**src/rtl/led_fader_if.sv**
```systemverilog
// LED fader signal bundle: requested level in, PWM drive and status out.
// The master side (blink stage / bench) drives led_i; the slave side is the fader.
interface led_fader_if #(
    parameter int PWM_BITS = 8
);
    logic                led_i;
    logic                led_o;
    logic [PWM_BITS-1:0] level_o;
    logic                busy_o;

    modport master (output led_i, input led_o, level_o, busy_o);
    modport slave  (input led_i, output led_o, level_o, busy_o);
endinterface

```
**src/rtl/led_fader.sv**
```systemverilog
// LED fader: PWM driver whose duty level follows led_i.
// With LED_FADER_FADE_EN defined the level ramps one step per PWM frame
// (states OFF/RISE/ON/FALL); otherwise it jumps straight to the on/off level
// at the next frame boundary and busy_o is tied low.
// Levels only ever change on the tick that wraps the PWM counter, so a frame
// is always rendered with a single duty value.
module led_fader #(
    parameter int FREQ     = 50000000,
    parameter int PWM_HZ   = 1000,
    parameter int PWM_BITS = 8,
    parameter int DUTY_MAX = 255
) (
    input  logic     clk_i,
    input  logic     rst_i,
    led_fader_if.slave bus
);
    localparam int DIV_RAW  = FREQ / (PWM_HZ * (1 << PWM_BITS));
    localparam int DIV      = (DIV_RAW < 1) ? 1 : DIV_RAW;
    localparam int PRE_W    = (DIV > 1) ? $clog2(DIV) : 1;
    localparam int LVL_TOP  = (1 << PWM_BITS) - 1;
    localparam int DUTY_CLP = (DUTY_MAX > LVL_TOP) ? LVL_TOP : DUTY_MAX;

    localparam logic [PRE_W-1:0]    DIV_LAST = PRE_W'(DIV - 1);
    localparam logic [PWM_BITS-1:0] DUTY     = PWM_BITS'(DUTY_CLP);
    localparam logic [PWM_BITS-1:0] CNT_LAST = '1;

`ifdef LED_FADER_FADE_EN
    typedef enum logic [1:0] {OFF, RISE, ON, FALL} state_t;
`else
    typedef enum logic {OFF, ON} state_t;
`endif

    logic [PRE_W-1:0]    presc;
    logic [PWM_BITS-1:0] pwm_cnt;
    logic [PWM_BITS-1:0] level;
    logic [PWM_BITS-1:0] level_next;
    logic                led;
    state_t              state;
    state_t              state_next;
    logic                tick;
    logic                frame_end;

    assign tick      = (presc == DIV_LAST);
    assign frame_end = tick && (pwm_cnt == CNT_LAST);

    // Prescaler and free-running PWM counter.
    // NOTE: state is updated with non-blocking assignments so every register
    // samples the pre-edge values, independent of statement order.
    always_ff @(posedge clk_i) begin
        if (rst_i) begin
            presc   <= '0;
            pwm_cnt <= '0;
        end else if (tick) begin
            presc   <= '0;
            pwm_cnt <= pwm_cnt + PWM_BITS'(1);
        end else begin
            presc   <= presc + PRE_W'(1);
        end
    end

    // Fade controller state and duty level register.
    always_ff @(posedge clk_i) begin
        if (rst_i) begin
            state <= OFF;
            level <= '0;
        end else begin
            state <= state_next;
            level <= level_next;
        end
    end

`ifdef LED_FADER_FADE_EN
    // Direction follows led_i immediately; the level moves one step toward the
    // target on each frame boundary, and the FSM rests once the target is hit.
    // NOTE: every always_comb output gets a default first so no path can
    // leave it unassigned and infer a latch.
    always_comb begin
        state_next = state;
        level_next = level;
        case (state)
            OFF:  if (bus.led_i)  state_next = RISE;
            RISE: if (!bus.led_i) state_next = FALL;
            ON:   if (!bus.led_i) state_next = FALL;
            FALL: if (bus.led_i)  state_next = RISE;
            default: state_next = OFF;
        endcase
        if (frame_end) begin
            if (bus.led_i && level != DUTY)
                level_next = level + PWM_BITS'(1);
            else if (!bus.led_i && level != '0)
                level_next = level - PWM_BITS'(1);
        end
        // Entering the end level settles the FSM in the same cycle.
        if (bus.led_i && level_next == DUTY)
            state_next = ON;
        else if (!bus.led_i && level_next == '0)
            state_next = OFF;
    end

    assign bus.busy_o = (state == RISE) || (state == FALL);
`else
    // On/off only: the requested state is adopted at the next frame boundary
    // and the level jumps straight to its end value.
    always_comb begin
        state_next = state;
        level_next = level;
        case (state)
            OFF:     if (frame_end && bus.led_i)  state_next = ON;
            ON:      if (frame_end && !bus.led_i) state_next = OFF;
            default: state_next = OFF;
        endcase
        if (frame_end)
            level_next = (state_next == ON) ? DUTY : '0;
    end

    assign bus.busy_o = 1'b0;
`endif

    // Registered PWM compare; level 0 can never satisfy it, so the LED stays dark.
    always_ff @(posedge clk_i) begin
        if (rst_i) led <= 1'b0;
        else       led <= (pwm_cnt < level);
    end

    assign bus.led_o   = led;
    assign bus.level_o = level;
endmodule
```
**src/flat_wrapper.sv**
```systemverilog
// flat-port wrapper written by rule: the top's interface ports become plain ports
module led_fader_flat 
#(
    parameter int FREQ     = 50000000,
    parameter int PWM_HZ   = 1000,
    parameter int PWM_BITS = 8,
    parameter int DUTY_MAX = 255
)
  (clk_i, rst_i, bus_led_i, bus_led_o, bus_level_o, bus_busy_o);
  led_fader_if #(.PWM_BITS(PWM_BITS)) bus_i ();
  input  logic clk_i;
  input  logic rst_i;
  input wire logic [$bits(bus_i.led_i)-1:0] bus_led_i;
  output wire logic [$bits(bus_i.led_o)-1:0] bus_led_o;
  output wire logic [$bits(bus_i.level_o)-1:0] bus_level_o;
  output wire logic [$bits(bus_i.busy_o)-1:0] bus_busy_o;
  assign bus_i.led_i = bus_led_i;
  assign bus_led_o = bus_i.led_o;
  assign bus_level_o = bus_i.level_o;
  assign bus_busy_o = bus_i.busy_o;
  led_fader #(.FREQ(FREQ), .PWM_HZ(PWM_HZ), .PWM_BITS(PWM_BITS), .DUTY_MAX(DUTY_MAX)) u_core (.clk_i(clk_i), .rst_i(rst_i), .bus(bus_i));
endmodule
```
**config.mk**
```make
export PLATFORM = sky130hd
export DESIGN_NAME = led_fader_flat
export DESIGN_NICKNAME = d
export VERILOG_FILES = /design/src/rtl/led_fader_if.sv /design/src/rtl/led_fader.sv /design/src/flat_wrapper.sv
export SDC_FILE = /design/constraint.sdc
export NUM_CORES = 1
export LEC_CHECK = 0
export ABC_CLOCK_PERIOD_IN_PS = 3200
export CAP_MARGIN = 5
export CORE_MARGIN = 3
export CORE_UTILIZATION = 35
export CTS_BUF_LIST = sky130_fd_sc_hd__clkbuf_4 sky130_fd_sc_hd__clkbuf_8
export CTS_CLUSTER_DIAMETER = 40
export DETAILED_ROUTE_END_ITERATION = 12
export PLACE_DENSITY = 0.66
export SLEW_MARGIN = 20
export SYNTH_ARGS = -nofsm -noshare
export SYNTH_HDL_FRONTEND = slang
export SYNTH_SLANG_ARGS = --single-unit
```
**constraint.sdc**
```tcl
create_clock -name clk_i -period 3.2 [get_ports clk_i]
set_clock_uncertainty 0.05 [all_clocks]
set_input_delay 0.64 -clock clk_i [delete_from_list [all_inputs] [get_ports clk_i]]
set_output_delay 0.64 -clock clk_i [all_outputs]
set_load 0.01 [all_outputs]
```
==> results_dict.tcl, run 1 <==
set metrics [dict create \
    crit_cells 1 \
    crit_path_start_kind "register" \
    area_growth_pct 10.3 \
    synth_area_leader_cell "dfxtp_1" \
    ys_warn_count 0 \
    yosysSeqAreaShare 0.357 \
    drt_wl_total_um 1620 \
    r2r_end "u_core.bus.led_o" \
    fin_area_um2 1110 \
    drt_iter0_drc 20 \
    worst-setup-path-type "reg2out" \
    grt_antenna_before_repair 0 \
    core_um2 2610 \
    portBuffers 11 \
    pwr-share-clk 0.365 \
    syn_avg_cell_area_um2 9.35 \
    htree_levels 1 \
    post-place-ws_ns 1.10 \
    clkTransAtPathRegs_ns 0.11 \
    worst_slack_ns 1.13 \
    grt-ovfl-total 0 \
    stdcell_count 142 \
    place_area_um2 1080 \
    vias 726 \
    core.rowCount 18 \
    post-route-period-util 0.648 \
    rr_worst_depth 6 \
    worstPathMaxFanout 10 \
    yosysTopAreaCellShare 0.357 \
    synth_area_leaders "dfxtp_1 36%, ha_1 12%, xor2_1 6.9%" \
    cts_hold_buffers 0 \
    layout-drive-gt1-share 0.0893 \
    ys_ff_latch 18 \
    antenna_cells 0 \
    crit_path_start "u_core.bus.level_o[6]" \
    status "complete, no violations" \
    cts.repair.resized 0 \
    seqPwrFrac 0.590 \
    dpl.hpwl_um 1240 \
    cp_top_family "buffers and inverters" \
    grt_pass1_vias 698 \
    die_area_um2 3570 \
    ir_worst_vdd_mv 0.213 \
    cts_root_buffer "clkbuf_4" \
    critPathCapture "bus_level_o[4]" \
    r2r-start "u_core.bus.level_o[6]" \
    grt_pass1_wl_um 2900 \
    wl_per_cell_um 11.4 \
    cts_sinks 18 \
    finalHoldViolations 0 \
    finalSetupTns_ns 0 \
    setup_viol 0 \
    die_h_um 59.7 \
    ant_nets 0 \
    critPathBufInv 1 \
    rsz0062_at_grt "false" \
    end_kind "output port" \
    yosysUniqueCellTypes 36 \
    ios 13 \
    min_path_type "reg2reg" \
    synth_fp_nets 121 \
    fillers 277 \
    fin_nets 126 \
    drtPass1Iterations 4 \
    dieWidth_um 59.7 \
    power_frac_comb 0.045 \
    timing.max_cap.violations 0 \
    cts_setup_buffers 0 \
    power.density_nw_per_um2 353 \
    worstPathRequired_ns 2.51 \
    rrSetupSlack_ns 1.25 \
    gr-usage-all-layers 0.110 \
    cts_tree "done" \
    drv_slew 0 \
    crit_chain "clkdlybuf4s50_1" \
    place_congestion 0.748 \
    cts_made_buffers 3 \
    clk_latency_ns 0.30 \
    max_stage_delay_ns 0.60 \
    synth_cells 108 \
    arrival_ns 1.38 \
    power_switching_mw 0.0878 \
    cell_internal_pwr_mw 0.305 \
    cp_slowest_cell "clkdlybuf4s50_1" \
    p_leak_nw 0.415 \
    grt_max_degree 14 \
    drc 0 \
    swShare 0.223 \
    start_util 0.386 \
    synth_area_um2 1010 \
    cts_max_path_buffers 2 \
    placed_cells 138 \
    max_freq_mhz 483 \
    period_needed_ns 2.07 \
    vias_per_cell 5.11 \
]
synthesized netlist by cell type:
master,n
a2111oi_0,1
a211oi_1,1
a21oi_1,1
and2_0,1
and2_1,2
and3b_2,1
and4_1,1
and4_2,1
buf_2,1
buf_4,8
buf_6,1
clkbuf_1,1
conb_1,1
dfxtp_1,18
ha_1,10
inv_1,3
mux2_2,1
mux2i_1,1
nand2_1,3
nand3_1,3
nand3_2,1
nand4_1,6
nor2_1,17
nor2b_1,1
nor3b_1,1
nor4b_4,1
o211ai_1,1
o21a_1,2
o21ai_0,2
o21bai_1,1
o31ai_1,1
or2_2,1
or3_1,1
or4_1,1
xnor2_1,3
xor2_1,8
worst min path at each step:
| stage | from | to | cells after the start |
|---|---|---|---|
| 4_1_cts | u_core.presc[0] | u_core.presc[0] | 1 |
| 2_1_floorplan | u_core.presc[0] | u_core.presc[0] | 1 |
| 5_1_grt | u_core.presc[0] | u_core.presc[0] | 1 |
| 3_5_place_dp | u_core.presc[0] | u_core.presc[0] | 1 |
| 6_report | u_core.presc[0] | u_core.presc[0] | 1 |
| 3_3_place_gp | u_core.presc[0] | u_core.presc[0] | 1 |
final cells by class:
| class | instances | area [um2] | area share |
|---|---|---|---|
| Inverter | 3 | 11.3 | 0.0101 |
| Timing Repair Buffer | 11 | 110 | 0.0989 |
| Tap cell | 30 | 37.5 | 0.0337 |
| Sequential cell | 18 | 360 | 0.324 |
| Clock buffer | 4 | 36.3 | 0.0326 |
| Multi-Input combinational cell | 76 | 558 | 0.501 |
metal layers:
metal  routed length, um  part of all wire  vias to the layer above  track usage
met3                  94             0.058                        5       0.0389
li1                    -                 -                      373            -
met5                   0                 0                        -            0
met4                  31             0.019                        0       0.0570
met2                 769              0.47                       15        0.176
met1                 726              0.45                      333        0.129
cells by family after synthesis:
logic type | synth area share
simple gates | 0.240
flops | 0.357
buf+inv | 0.0905
xor+xnor | 0.0954
fa+ha+maj | 0.124
compound gates | 0.0682
mux | 0.0211
other cells | 0.00371
flip-flops by register name, indices dropped and copies added (netlist names):
name	flops
u_core.bus.led_o	1
u_core.pwm_cnt	8
u_core.bus.level_o	1
u_core.presc	8
power by group through the flow:
stage	combinational, mW	clock (mW)	sequential, mW
6_report	0.0178	0.143	0.232
5_1_grt	0.0206	0.163	0.232
4_1_cts	0.0183	0.153	0.232
3_5_place_dp	0.0181	0	0.237
3_3_place_gp	0.0175	0	0.236
2_1_floorplan	0.0151	0	0.236
per-stage QoR:
step / power [mW] / utilization / hold WS [ns]
6_report: 0.393 / 0.426 / 0.445
5_1_grt: 0.416 / 0.426 / 0.500
4_1_cts: 0.403 / 0.426 / 0.456
3_5_place_dp: 0.255 / 0.412 / 0.432
3_3_place_gp: 0.254 / 0.412 / 0.411
2_1_floorplan: 0.251 / - / 0.387
cell usage in the layout (no fill, tap or decap), drive strengths merged:
| cell type | instances |
|---|---|
| and2 | 3 |
| o21bai | 1 |
| nor3b | 1 |
| and4 | 2 |
| o31ai | 1 |
| ha | 10 |
| nor4b | 1 |
| mux2i | 1 |
| clkbuf | 4 |
| nand2 | 3 |
| or4 | 1 |
| inv | 3 |
| mux2 | 1 |
| nor2b | 1 |
| or3 | 1 |
| and3b | 1 |
| or2 | 1 |
| a2111oi | 1 |
| o21ai | 2 |
| nor2 | 17 |
| nand4 | 6 |
| xor2 | 8 |
| o211ai | 1 |
| o21a | 2 |
| clkdlybuf4s50 | 11 |
| nand3 | 4 |
| conb | 1 |
| xnor2 | 3 |
| a211oi | 1 |
| a21oi | 1 |
| dfxtp | 18 |
(Power assumes the default switching activity.)
==> inputs of run 2 (changes only) <==
--- a/config.mk
+++ b/config.mk
@@ -5,14 +5,14 @@
 export SDC_FILE = /design/constraint.sdc
 export NUM_CORES = 1
 export LEC_CHECK = 0
-export ABC_CLOCK_PERIOD_IN_PS = 3200
+export ABC_CLOCK_PERIOD_IN_PS = 1700
 export CAP_MARGIN = 5
 export CORE_MARGIN = 3
 export CORE_UTILIZATION = 35
 export CTS_BUF_LIST = sky130_fd_sc_hd__clkbuf_4 sky130_fd_sc_hd__clkbuf_8
 export CTS_CLUSTER_DIAMETER = 40
 export DETAILED_ROUTE_END_ITERATION = 12
-export PLACE_DENSITY = 0.66
+export PLACE_DENSITY = 0.68
 export SLEW_MARGIN = 20
 export SYNTH_ARGS = -nofsm -noshare
 export SYNTH_HDL_FRONTEND = slang
==> constraint.sdc (replaced) <==
create_clock -name clk_i -period 1.7 [get_ports clk_i]
set_clock_uncertainty 0.05 [all_clocks]
set_input_delay 0.34 -clock clk_i [delete_from_list [all_inputs] [get_ports clk_i]]
set_output_delay 0.34 -clock clk_i [all_outputs]
set_load 0.01 [all_outputs]
==> run 2 against run 1 <==
Flip-flop and latch count stayed put. Hold slack better by 0.033 ns. First-iteration DRC count is 10% higher. Largest power group unchanged. Final cell count is 6.3% higher. Sequential power is 87% higher.
==> results_dict.tcl, run 2 (synthesized netlist as in run 1, its figures left out) <==
set metrics [dict create \
    drtPass1Iterations 4 \
    status "complete, no violations" \
    die_area_um2 3570 \
    fin_area_um2 1180 \
    final_common_cell "nor2_1" \
    end_kind "register" \
    finalHoldViolations 0 \
    worstPathRequired_ns 1.85 \
    max_freq_mhz 614 \
    fin_nets 136 \
    grt_pass1_wl_um 3260 \
    htree_levels 1 \
    crit_path_start_kind "register" \
    crit_chain "inv_1 > ha_1 > nor4b_4 > nand3_2 > or4_1 > o31ai_1" \
    ant_nets 0 \
    area_growth_pct 16.5 \
    wl_per_cell_um 11.7 \
    dpl.hpwl_um 1440 \
    vias 755 \
    mostFrequentLayoutCells "17 x nor2_1, 16 x dfxtp_1, 10 x ha_1, 10 x buf_4" \
    place_area_um2 1150 \
    worstPathMaxFanout 5 \
    gr-usage-all-layers 0.119 \
    clk_latency_ns 0.28 \
    drt_wl_total_um 1770 \
    cts_root_buffer "clkbuf_4" \
    reg_top3 "u_core.presc (8), u_core.pwm_cnt (8)" \
    drc 0 \
    clkTransAtPathRegs_ns 0.10 \
    utilization 0.450 \
    hold_depth 2 \
    drv_slew 0 \
    ios 13 \
    hold_end "u_core.presc[7]" \
    start_util 0.386 \
    setup_viol 0 \
    r2r-start "u_core.presc[0]" \
    portBuffers 11 \
    worst_slack_ns 0.0719 \
    max_stage_delay_ns 0.47 \
    post-place-ws_ns 0.0357 \
    p_leak_nw 0.501 \
    layout-drive-gt1-share 0.182 \
    arrival_ns 1.78 \
    place_congestion 0.853 \
    grt_max_degree 10 \
    die_h_um 59.7 \
    grt-ovfl-total 0 \
    dieWidth_um 59.7 \
    timing.max_cap.violations 0 \
    rr_worst_depth 6 \
    worst-setup-path-type "reg2reg" \
    min_path_type "reg2reg" \
    ir_worst_vdd_mv 0.469 \
    period_needed_ns 1.63 \
    rrSetupSlack_ns 0.07 \
    vias_per_cell 5.00 \
    antenna_cells 0 \
    grt_antenna_before_repair 0 \
    cts_made_buffers 3 \
    cts_sinks 18 \
    cts_tree "done" \
    hold_start "u_core.presc[7]" \
    core_um2 2610 \
    grt_pass1_vias 790 \
    post-route-period-util 0.958 \
    cts_max_path_buffers 2 \
    cp_slowest_cell "or4_1" \
    finalSetupTns_ns 0 \
    power.density_nw_per_um2 582 \
    r2r_end "u_core.bus.level_o[6]" \
    core.rowCount 18 \
    drt_iter0_drc 22 \
    p_total_mw 0.685 \
]
run 2: cell types whose count changed in the layout (fill, tap and decap cells not counted), sizes merged:
cell,change
buf,+10
clkbuf,-1
clkdlybuf4s50,-8
dlygate4sd2,+8
run 2: per-layer routing:
layer / vias up / global-route usage / share of wire
met2: 14 / 0.210 / 0.50
met3: 2 / 0.0259 / 0.045
met4: 0 / 0.0475 / 0.0034
li1: 394 / - / -
met5: - / 0 / 0
met1: 345 / 0.138 / 0.45
run 2: through the flow:
stage | instances | hold slack (ns)
after floorplan | 108 | 0.387
after global placement | 147 | 0.439
after detailed placement | 147 | 0.460
after CTS | 150 | 0.477
after global routing | 151 | 0.525
final | 151 | 0.478
run 2: power breakdown:
part,switching (mW),internal (mW)
combinational,0.0232,0.0269
clock,0.119,0.0822
sequential,0.00549,0.427
total,0.148,0.537
run 2: area by class of cell:
| type | instances | area, um2 |
|---|---|---|
| multi-input combinational | 76 | 567 |
| fill | 266 | 1440 |
| tap | 30 | 37.5 |
| timing repair buffer | 21 | 175 |
| clock buffer | 3 | 22.5 |
| sequential | 18 | 363 |
| inverter | 3 | 11.3 |
run 2: how the worst max path moves through the flow:
stage                     slack, ns  depth (start not counted)                     to                   from
after CTS                      0.01                          6  u_core.bus.level_o[6]        u_core.presc[0]
after global placement         0.10                          6      u_core.pwm_cnt[5]        u_core.presc[0]
after detailed placement       0.04                          6  u_core.bus.level_o[6]        u_core.presc[0]
after floorplan                0.03                          6       u_core.bus.led_o  u_core.bus.level_o[6]
final                          0.07                          6  u_core.bus.level_o[6]        u_core.presc[0]
after global routing         -0.008                          6  u_core.bus.level_o[6]        u_core.presc[0]
run 2: worst max-delay path, delay by kind of cell, from the launching register on:
kind	cells	cell delay, ns
and+or+nand+nor	3	0.89
adders and majority gates	1	0.14
DFF	1	0.33
buffers and inverters	1	0.06
AOI/OAI and AO/OA	1	0.07
run 2: what timing repair did:
item                       4_1_cts  5_1_grt
hold buffers                     0        0
setup buffers                    0        1
gates resized for setup          8        4
setup endpoints to repair        8       11
==> inputs of run 3 (changes only) <==
--- a/config.mk
+++ b/config.mk
@@ -7,7 +7,7 @@
 export LEC_CHECK = 0
 export ABC_CLOCK_PERIOD_IN_PS = 1700
 export CAP_MARGIN = 5
-export CORE_MARGIN = 3
+export CORE_MARGIN = 2
 export CORE_UTILIZATION = 35
 export CTS_BUF_LIST = sky130_fd_sc_hd__clkbuf_4 sky130_fd_sc_hd__clkbuf_8
 export CTS_CLUSTER_DIAMETER = 40
@@ -17,3 +17,4 @@
 export SYNTH_ARGS = -nofsm -noshare
 export SYNTH_HDL_FRONTEND = slang
 export SYNTH_SLANG_ARGS = --single-unit
+export TNS_END_PERCENT = 50
==> run 3 against run 2 <==
Highest routed layer is now met3. Hold slack worse by 0.0021 ns. Setup slack lost 0.011 ns. Register-to-register slack barely moved. Utilization down 0.24 points. Critical endpoint unchanged. Sequential share of layout area is 1.4 points lower. Largest cell class unchanged. Sequential power is essentially flat. Global-route usage up 0.75 points.
==> results_dict.tcl, run 3 (synthesized netlist as in run 1, its figures left out) <==
set metrics [dict create \
    setup_viol 0 \
    htree_levels 1 \
    clk_latency_ns 0.29 \
    place_congestion 0.800 \
    p_leak_nw 0.566 \
    max_freq_mhz 610 \
    placed_cells 148 \
    drc 0 \
    p_total_mw 0.754 \
    drtPass1Iterations 6 \
    timing.max_cap.violations 0 \
    drv_slew 0 \
    dpl.hpwl_um 1460 \
    period_needed_ns 1.64 \
    area_growth_pct 22.3 \
    reg_top3 "u_core.presc (8), u_core.pwm_cnt (8)" \
    grt_pass1_vias 795 \
    whs_ns 0.476 \
    arrival_ns 1.80 \
    power.density_nw_per_um2 610 \
    cts_hold_buffers 0 \
    finalSetupTns_ns 0 \
    cts_max_path_buffers 2 \
    grt-ovfl-total 0 \
    vias 782 \
    ir_worst_vdd_mv 0.505 \
    vias_per_cell 5.08 \
    antenna_cells 0 \
    cts_sinks 18 \
    fillers 280 \
    dieWidth_um 57.7 \
    core_um2 2760 \
    status "complete, no violations" \
    min_path_type "reg2reg" \
    stdcell_count 154 \
    cts_made_buffers 3 \
    grt_pass1_wl_um 3290 \
    gr-usage-all-layers 0.126 \
    ios 13 \
    wl_per_cell_um 12.4 \
    portBuffers 11 \
    worst-setup-path-type "reg2reg" \
    worstPathRequired_ns 1.86 \
    mostFrequentLayoutCells "15 x dfxtp_1, 14 x nor2_1, 11 x buf_4" \
    end_kind "register" \
    cts_tree "done" \
    fin_nets 137 \
    cts_root_buffer "clkbuf_4" \
    crit_path_start_kind "register" \
    start_util 0.366 \
    die_h_um 57.7 \
    grt_max_degree 11 \
    drt_iter0_drc 11 \
    core.rowCount 19 \
    grt_antenna_before_repair 0 \
    clkTransAtPathRegs_ns 0.11 \
    ant_nets 0 \
    drt_wl_total_um 1910 \
    die_area_um2 3330 \
    layout-drive-gt1-share 0.244 \
    finalHoldViolations 0 \
    final_common_cell "dfxtp_1" \
    post-route-period-util 0.964 \
    worstPathMaxFanout 6 \
]
==> run 3: changes by cell type in the layout (fill, tap and decap cells not counted), moves of 3 or more <==
cell,delta
dlymetal6s2s_1,+4
nor2_2,+3
nor2_1,-3
dlygate4sd2_1,-4
==> run 3: where the power goes <==
| group | internal [mW] | switching [mW] | total, mW | leakage (nW) |
|---|---|---|---|---|
| Clock | 0.130 | 0.133 | 0.264 | 0.0210 |
| Combinational | 0.0293 | 0.0251 | 0.0544 | 0.398 |
| Sequential | 0.429 | 0.00694 | 0.436 | 0.147 |
| Total | 0.588 | 0.166 | 0.754 | 0.566 |
==> run 3: metal layers <==
| metal | global-route usage | up-vias | wire, um |
|---|---|---|---|
| li1 | - | 397 | - |
| met3 | 0.0424 | 0 | 82 |
| met2 | 0.240 | 14 | 1020 |
| met4 | 0.0266 | 0 | 0 |
| met1 | 0.134 | 371 | 808 |
| met5 | 0 | - | 0 |
==> run 3: final timing paths <==
| path | from | slack (ns) | endpoint | cells past startpoint |
|---|---|---|---|---|
| hold reg to reg | u_core.presc[7] | 0.48 | u_core.presc[7] | 2 |
| hold / removal | u_core.presc[7] | 0.48 | u_core.presc[7] | 2 |
| setup reg to reg | u_core.presc[0] | 0.06 | u_core.bus.level_o[6] | 7 |
| setup / recovery | u_core.presc[0] | 0.06 | u_core.bus.level_o[6] | 7 |
==> run 3: final cells by class <==
class	instances	area [um2]	area share
Inverter	3	11.3	0.00912
Timing Repair Buffer	22	198	0.160
Multi-Input combinational cell	76	587	0.475
Tap cell	31	38.8	0.0314
Clock buffer	4	36.3	0.0294
Sequential cell	18	364	0.295
==> run 3: through the flow <==
step	cell area, um2	util	setup WS [ns]
global placement	1150	0.416	0.102
CTS	1180	0.427	0.00195
global route	1230	0.448	-0.0125
finish	1230	0.448	0.0608
detailed placement	1150	0.416	0.0163
floorplan	1010	-	0.0339
==> run 3: critical path, stage by stage (launching register included) <==
cell and delay [ns]:
dfxtp_2 0.34, inv_2 0.06, ha_4 0.12, nor4b_4 0.16, buf_4 0.18, nand3_2 0.08, or4_1 0.50, o31ai_1 0.07
==> run 3: what timing repair did <==
item                       4_1_cts  5_1_grt
setup endpoints to repair        8       17
gates resized for setup          4       15
setup buffers                    0        2
pin swaps                        0        1
